`config.mk`:
```
export PLATFORM = sky130hd
export DESIGN_NAME = div_32bit_seq_flat
export DESIGN_NICKNAME = d
export VERILOG_FILES = /design/src/rtl/div_32bit_seq_if.sv /design/src/rtl/div_32bit_seq.sv /design/src/flat_wrapper.sv
export SDC_FILE = /design/constraint.sdc
export NUM_CORES = 1
export LEC_CHECK = 0
export ABC_AREA = 1
export BUFFER_PORTS_ARGS = -buffer_cell sky130_fd_sc_hd__buf_2
export CORE_MARGIN = 5
export CORE_UTILIZATION = 61
export DETAILED_ROUTE_END_ITERATION = 16
export PLACE_DENSITY = 0.82
export SLEW_MARGIN = 5
export SYNTH_ARGS = -nofsm -noshare
export SYNTH_HDL_FRONTEND = slang
export SYNTH_SLANG_ARGS = --single-unit
```
`constraint.sdc`:
```
create_clock -name clk -period 2.4 [get_ports clk]
set_input_delay 0.12 -clock clk [delete_from_list [all_inputs] [get_ports clk]]
set_output_delay 0.12 -clock clk [all_outputs]
set_load 0.03 [all_outputs]
```
`src/rtl/div_32bit_seq_if.sv`:
```
// Handshake and operand/result bundle between the ALU operand registers
// and the sequential divider; master drives requests, slave returns results.
interface div_32bit_seq_if #(
  parameter int unsigned WIDTH = 32
);
  logic             start;
  logic [WIDTH-1:0] Ra;
  logic [WIDTH-1:0] Rb;
  logic             busy;
  logic             done;
  logic             div_zero;
  logic [WIDTH-1:0] quotient;
  logic [WIDTH-1:0] remainder;

  modport master (
    output start, Ra, Rb,
    input  busy, done, div_zero, quotient, remainder
  );

  modport slave (
    input  start, Ra, Rb,
    output busy, done, div_zero, quotient, remainder
  );
endinterface

```
`src/rtl/div_32bit_seq.sv`:
```
// Sequential signed divider: restoring division on operand magnitudes, one
// quotient bit per clock, then a sign-correction step. Quotient -> LO, remainder -> HI.
module div_32bit_seq #(
  parameter int unsigned WIDTH = 32
) (
  input logic               clk,
  input logic               clr,
  div_32bit_seq_if.slave    bus
);

  localparam int unsigned CntW = $clog2(WIDTH) + 1;
  localparam logic [CntW-1:0] LastCnt = CntW'(WIDTH - 1);

  typedef enum logic [1:0] {StIdle, StCalc, StFix, StDone} state_e;

  state_e           state_q;
  logic [CntW-1:0]  cnt_q;
  logic [WIDTH-1:0] dvd_q;   // dividend magnitude, becomes the quotient magnitude
  logic [WIDTH-1:0] dvs_q;   // divisor magnitude
  // Partial remainder stays below the divisor, so WIDTH bits hold it; the
  // extra bit only exists on the shifted/trial subtract path.
  logic [WIDTH-1:0] p_q;
  logic             sq_q;
  logic             sr_q;

  logic             busy_q;
  logic             done_q;
  logic             div_zero_q;
  logic [WIDTH-1:0] quo_q;
  logic [WIDTH-1:0] rem_q;

  logic [WIDTH-1:0] ra_mag;
  logic [WIDTH-1:0] rb_mag;
  logic [WIDTH:0]   p_shift;
  logic [WIDTH:0]   p_trial;
  logic             trial_ok;

  // 32'h80000000 negates to itself and reads correctly as unsigned 2^31.
  always_comb begin
    ra_mag   = bus.Ra[WIDTH-1] ? -bus.Ra : bus.Ra;
    rb_mag   = bus.Rb[WIDTH-1] ? -bus.Rb : bus.Rb;
    p_shift  = {p_q, dvd_q[WIDTH-1]};
    p_trial  = p_shift - {1'b0, dvs_q};
    trial_ok = ~p_trial[WIDTH];
  end

  always_ff @(posedge clk) begin
    if (clr) begin
      state_q    <= StIdle;
      cnt_q      <= '0;
      dvd_q      <= '0;
      dvs_q      <= '0;
      p_q        <= '0;
      sq_q       <= 1'b0;
      sr_q       <= 1'b0;
      busy_q     <= 1'b0;
      done_q     <= 1'b0;
      div_zero_q <= 1'b0;
      quo_q      <= '0;
      rem_q      <= '0;
    end else begin
      unique case (state_q)
        StIdle: begin
          done_q <= 1'b0;
          if (bus.start) begin
            if (bus.Rb == '0) begin
              quo_q      <= '1;
              rem_q      <= bus.Ra;
              div_zero_q <= 1'b1;
              done_q     <= 1'b1;
              state_q    <= StDone;
            end else begin
              dvd_q      <= ra_mag;
              dvs_q      <= rb_mag;
              sq_q       <= bus.Ra[WIDTH-1] ^ bus.Rb[WIDTH-1];
              sr_q       <= bus.Ra[WIDTH-1];
              p_q        <= '0;
              cnt_q      <= '0;
              div_zero_q <= 1'b0;
              busy_q     <= 1'b1;
              state_q    <= StCalc;
            end
          end
        end
        StCalc: begin
          p_q   <= trial_ok ? p_trial[WIDTH-1:0] : p_shift[WIDTH-1:0];
          dvd_q <= {dvd_q[WIDTH-2:0], trial_ok};
          cnt_q <= cnt_q + 1'b1;
          if (cnt_q == LastCnt) begin
            state_q <= StFix;
          end
        end
        StFix: begin
          quo_q   <= sq_q ? -dvd_q : dvd_q;
          rem_q   <= sr_q ? -p_q : p_q;
          busy_q  <= 1'b0;
          done_q  <= 1'b1;
          state_q <= StDone;
        end
        StDone: begin
          done_q  <= 1'b0;
          state_q <= StIdle;
        end
        default: begin
          state_q <= StIdle;
        end
      endcase
    end
  end

  assign bus.busy      = busy_q;
  assign bus.done      = done_q;
  assign bus.div_zero  = div_zero_q;
  assign bus.quotient  = quo_q;
  assign bus.remainder = rem_q;

endmodule

```
`src/flat_wrapper.sv`:
```
// flat-port wrapper written by rule: the top's interface ports become plain ports
module div_32bit_seq_flat 
#(
  parameter int unsigned WIDTH = 32
)
  (clk, clr, bus_start, bus_Ra, bus_Rb, bus_busy, bus_done, bus_div_zero, bus_quotient, bus_remainder);
  div_32bit_seq_if #(.WIDTH(WIDTH)) bus_i ();
  input logic clk;
  input logic clr;
  input wire logic [$bits(bus_i.start)-1:0] bus_start;
  input wire logic [$bits(bus_i.Ra)-1:0] bus_Ra;
  input wire logic [$bits(bus_i.Rb)-1:0] bus_Rb;
  output wire logic [$bits(bus_i.busy)-1:0] bus_busy;
  output wire logic [$bits(bus_i.done)-1:0] bus_done;
  output wire logic [$bits(bus_i.div_zero)-1:0] bus_div_zero;
  output wire logic [$bits(bus_i.quotient)-1:0] bus_quotient;
  output wire logic [$bits(bus_i.remainder)-1:0] bus_remainder;
  assign bus_i.start = bus_start;
  assign bus_i.Ra = bus_Ra;
  assign bus_i.Rb = bus_Rb;
  assign bus_busy = bus_i.busy;
  assign bus_done = bus_i.done;
  assign bus_div_zero = bus_i.div_zero;
  assign bus_quotient = bus_i.quotient;
  assign bus_remainder = bus_i.remainder;
  div_32bit_seq #(.WIDTH(WIDTH)) u_core (.clk(clk), .clr(clr), .bus(bus_i));
endmodule
```
Word-level counts from Yosys, hierarchy flattened. Index checks and enable logic that the tools add are counted.

Register bits after elaboration: 173. Latch bits: 0. RAM bits: 0. Memory bits (read-only): 0. Bits of input ports: 67. Output and inout port bits: 67. Logic and storage cells: 70. Memories: 0.

Add/sub/neg operators: 6. Multiply operators: 0. Divide/modulo/power cells: 0. Order comparisons: 0. Eq/ne operators: 8. Shifts and indexed selects: 0. Multiplexer cells: 30. Bitwise gates (word level): 3. Reductions and logical operators: 11.

Operators with widths (count): 32-bit two-way mux (13); 32-bit one-hot mux with 2 select lines (4); 32-bit negator (4); 33-bit by 32-bit subtractor with 33-bit output (1); 32-bit zero test (1); 6-bit two-way mux (2); 6-bit one-hot mux with 2 select lines (1); 3-bit AND reduction (4); 2-bit one-hot mux with 4 select lines (1); 6-bit by 1-bit adder with 6-bit output, second input constant (1); 6-bit by 5-bit equality test with 1-bit output, second input constant (1); 2-bit two-way mux (3); 2-bit equality test, second input constant (2); 1-bit two-way mux (4); 2-bit by 1-bit inequality test with 1-bit output, second input constant (2); 2-bit inequality test, second input constant (2); 2-bit AND reduction (2); 2-bit nonzero test (2); 1-bit one-hot mux with 3 select lines (1); 3-bit nonzero test (1); 2-bit by 1-bit equality test with 1-bit output, second input constant (1); 2-bit zero test (1); 1-bit inverter (2); 1-bit one-hot mux with 2 select lines (1); 1-bit bitwise XOR (1).

Longest topological paths before layout.
Depth after elaboration: 5. Depth in mapped cells: 18. Gate-level depth less buffers: 17.

Least setup slack after synthesis. OpenSTA, ideal clock, no wires.

Path kind: register to register. Start point: register u_core.dvd_q[31]. End point: register u_core.p_q[6]. Library setup time: 132 ps. Arrival: 2049 ps. Required time: 2268 ps. Setup slack: 218 ps. Stages on the path, launching flop included: 19. Buffers on the path: 1. Clock period less this slack: 2182 ps. Path through: dfxtp_1 -> inv_1 -> ha_1 -> fa_1 -> inv_1 -> nand2_1 -> nand2_1 -> nand3_1 -> nand2_1 -> nand2_1 -> nand2_1 -> nand2_1 -> nand2_1 -> nand2_2 -> nand2_4 -> buf_6 -> nand2_1 -> nand3_1 -> a21oi_1.

Longest elaborated chain between the ends: 3.

RTL lines: start: declaration (RTL line div_32bit_seq.sv:18) `logic [WIDTH-1:0] dvd_q;`; start signal: assignment (RTL line div_32bit_seq.sv:73) `dvd_q <= ra_mag;`; start signal: assignment (RTL line div_32bit_seq.sv:87) `dvd_q <= {dvd_q[WIDTH-2:0], trial_ok};`; 33-bit by 32-bit subtractor with 33-bit output (RTL line div_32bit_seq.sv:43) `p_trial = p_shift - {1'b0, dvs_q};`; 32-bit two-way mux (RTL line div_32bit_seq.sv:86) `p_q <= trial_ok ? p_trial[WIDTH-1:0] : p_shift[WIDTH-1:0];`; 32-bit one-hot mux with 2 select lines (RTL line div_32bit_seq.sv:62) `unique case (state_q)`; end signal: assignment (RTL line div_32bit_seq.sv:86); end: declaration (RTL line div_32bit_seq.sv:22) `logic [WIDTH-1:0] p_q;`.

Every way passes these cells. A chain may end at the register's enable or synchronous reset.

Worst setup path after layout.
Start point: register u_core.dvs_q[25]. End point: register u_core.p_q[11].

Longest elaborated chain between the ends: 3.

RTL lines: start: declaration (RTL line div_32bit_seq.sv:19) `logic [WIDTH-1:0] dvs_q;`; start signal: assignment (RTL line div_32bit_seq.sv:74) `dvs_q <= rb_mag;`; 33-bit by 32-bit subtractor with 33-bit output (RTL line div_32bit_seq.sv:43); 32-bit two-way mux (RTL line div_32bit_seq.sv:86); 32-bit one-hot mux with 2 select lines (RTL line div_32bit_seq.sv:62).

Every way passes these cells.

==> impl_metrics.tcl <==
set metrics [dict create \
    status "complete, no violations" \
    power_switching_uw 4020 \
    holdPathEnd "u_core.dvd_q[28]" \
    grt_max_degree 77 \
    cts.clk_slew.worst_paths_ns 0.08 \
    cts_max_path_buffers 2 \
    post-dp-hpwl_mm 32.1 \
    wirelength_mm 43.6 \
    r2r_slack_ns 0.03 \
    dr.pass1.iters 6 \
    via_per_inst 5.84 \
    grt_use_total_pct 33.5 \
    drtIter0Drc 1750 \
    power.internal_uw 5650 \
    combPwrFrac_pct 36.8 \
    ys_dominant_reg_cell "dfxtp_1" \
    drive_gt1_share_pct 13.3 \
    diodes 0 \
    power_density_nw_per_um2 635 \
    critical_path_class "reg2reg" \
    htreeDepth 4 \
    totalPowerFinal_uw 9670 \
    end_kind "flop" \
    layout_setup_ws_ns 0.0335 \
    start_kind "flop" \
    fin_nets 2465 \
    dpl_cell_area_sq_um 14200 \
    fmax_mhz 423 \
    start_util_pct 62.2 \
    setup_viol 0 \
    syn-num-nets 2340 \
    ys_ff_latch 173 \
    synth_cell_types 44 \
    synth_edf_count 0 \
    syn_area_sq_um 13200 \
    overflow 0 \
    cp_max_fo 14 \
    drc 0 \
    regToRegEndpoint "u_core.p_q[11]" \
    crit_start "u_core.dvs_q[25]" \
    yosysWarnings 0 \
    rows 53 \
    timing.final.crit_share_pct 98.6 \
    die_h_microns 157 \
    ant_nets 0 \
    hold_start "bus_Ra[28]" \
    num_io_pins 134 \
    syn_inst 2230 \
    cts_tree "yes" \
    portBuffers 133 \
    die_area_sq_um 24600 \
    cts_num_sinks 173 \
    die_x_microns 157 \
    ys_seq_area_share_pct 26.3 \
    grt_first_pass_wirelength_mm 67.4 \
    n_fill_cell 1821 \
    cap_violations 0 \
    max_slew.worst_pin.slew_ns 0.819 \
    fin_skew_ns 0.0109 \
    hold_violations 0 \
    final-max-slew-violation-count 0 \
    avgSynthCellArea_sq_um 5.90 \
    place_congestion 1.02 \
    core-area_sq_um 21200 \
    seqPwrFrac_pct 34.5 \
    ir_drop_v 0.000518 \
    period_needed_ns 2.37 \
    first_global_vias 13600 \
    crit_required_ns 2.68 \
    rr_startpoint "u_core.dvs_q[25]" \
    root_buffer "clkbuf_16" \
    clkPwrFrac_pct 28.7 \
    synthArstFlopShare_pct 0 \
    antenna_found_initial 0 \
    vias 15400 \
    post-place-ws_ns -0.00831 \
    clkLatencyLatePin_ns 0.44 \
    syn_to_final_growth_pct 15.8 \
    avgRoutedWirePerCell_microns 16.5 \
    fin_setup_tns_ns 0 \
    rsz0062_at_grt "true" \
    power_leakage_uw 0.00766 \
    swShare_pct 41.5 \
    fin_area_sq_um 15200 \
    cts-buffers-inserted 17 \
    rr_worst_depth 14 \
    hp-class "in2reg" \
    max_slew_margin_pct 45.4 \
    arrival_ns 2.64 \
    holdWs_ns 0.00997 \
    min_path_cells 4 \
]
-- Yosys cell counts (12+ instances only) --
library cell	n	area share (%)
xnor2_1	22	1.5
buf_2	16	0.61
nand3_1	204	7.8
o21ai_0	179	6.8
xor2_1	52	3.5
nor2_1	227	6.5
a21oi_1	203	7.7
clkbuf_1	52	1.5
nor3_1	37	1.4
nand2_1	589	17
inv_1	303	8.6
ha_1	42	4.0
nand4_1	20	0.95
dfxtp_1	173	26
buf_4	12	0.68
-- sequential cells by signal (all words and copies together) (netlist names) --
register              flops
u_core.dvs_q             32
u_core.bus.div_zero       1
u_core.bus.done           1
u_core.cnt_q              6
u_core.bus.busy           1
u_core.dvd_q             32
u_core.bus.quotient      32
u_core.state_q            2
u_core.sr_q               1
u_core.bus.remainder     32
u_core.p_q               32
u_core.sq_q               1
-- worst max-delay path, stage by stage (launching register included) --
cell,delay (ns)
dfxtp_1,0.34
inv_1,0.06
ha_1,0.35
nand2_1,0.15
nor2_2,0.07
nand2_1,0.15
inv_1,0.11
a21oi_4,0.20
buf_4,0.16
nand2_4,0.07
nand2_8,0.11
buf_8,0.17
nand3_1,0.11
nand3_1,0.11
a21oi_1,0.06
-- metrics by stage --
step	std cells	utilization [%]
6_report	2642	72.0
3_5_place_dp	2602	67.1
5_1_grt	2642	72.0
4_1_cts	2636	70.1
3_3_place_gp	2602	67.1
2_1_floorplan	2230	-
-- area by class of cell --
cell class / instances / area, sq um / area share, %
clock buffer: 18 / 439 / 2.88
tap: 275 / 344 / 2.26
sequential: 173 / 3470 / 22.8
clock inverter: 13 / 149 / 0.977
multi-input combinational: 1651 / 8380 / 55.0
timing repair buffer: 198 / 1280 / 8.38
inverter: 314 / 1180 / 7.74
-- how the worst max path moves through the flow --
stage	depth (start not counted)	endpoint
after floorplan	18	u_core.p_q[6]
after detailed placement	17	u_core.p_q[26]
after global routing	14	u_core.p_q[11]
after global placement	17	u_core.p_q[7]
after CTS	16	u_core.p_q[23]
final	14	u_core.p_q[11]
-- layer usage --
| metal | global-route usage, % | vias up | share of wire (%) |
|---|---|---|---|
| met2 | 52.0 | 913 | 44 |
| met4 | 12.9 | 0 | 4.3 |
| met3 | 4.48 | 141 | 11 |
| li1 | - | 7405 | - |
| met1 | 47.4 | 6966 | 41 |
| met5 | 0 | - | 0 |
-- power by group through the flow --
stage          sequential [uW]  combinational, uW  clock [uW]
2_1_floorplan             3380               2330           0
3_3_place_gp              3380               3210           0
3_5_place_dp              3390               3280           0
4_1_cts                   3320               3310        2790
5_1_grt                   3370               3920        2910
6_report                  3340               3560        2770
-- cells in the final DEF (no fill, tap or decap), drive strengths merged --
cell type	n
dfxtp	173
o21bai	6
a211oi	3
nand3b	10
nor3	41
nand2	593
a21o	2
buf	193
o211ai	1
nand4	20
a21oi	204
nor4	10
clkbuf	20
inv	319
and3	2
o21ai	183
xor2	52
nor2	232
clkinv	8
o32ai	1
a31oi	7
nand3	207
or2	6
o22ai	1
dlygate4sd3	3
xnor2	22
o211a	2
ha	42
and2	3
fa	1
-- cell families (layout without fill, tap and decap cells) --
family	Yosys count	after routing	synth area share, %
XOR/XNOR	74	74	4.93
buffers and inverters	407	543	12.4
flip-flops	173	173	26.3
adder cells (fa/ha/maj)	43	43	4.15
AND/OR/NAND/NOR	1123	1124	36.2
AO/OA/AOI/OAI	410	410	16.0
-- what timing repair did --
item,CTS,global route
pin swaps,0,2
hold buffers,3,0
setup buffers,0,2
endpoints found under the hold margin,3,0
cloned,0,4
gates resized for setup,1,71
setup endpoints to repair,21,39
Note: power is estimated with default switching activity, not from simulation.
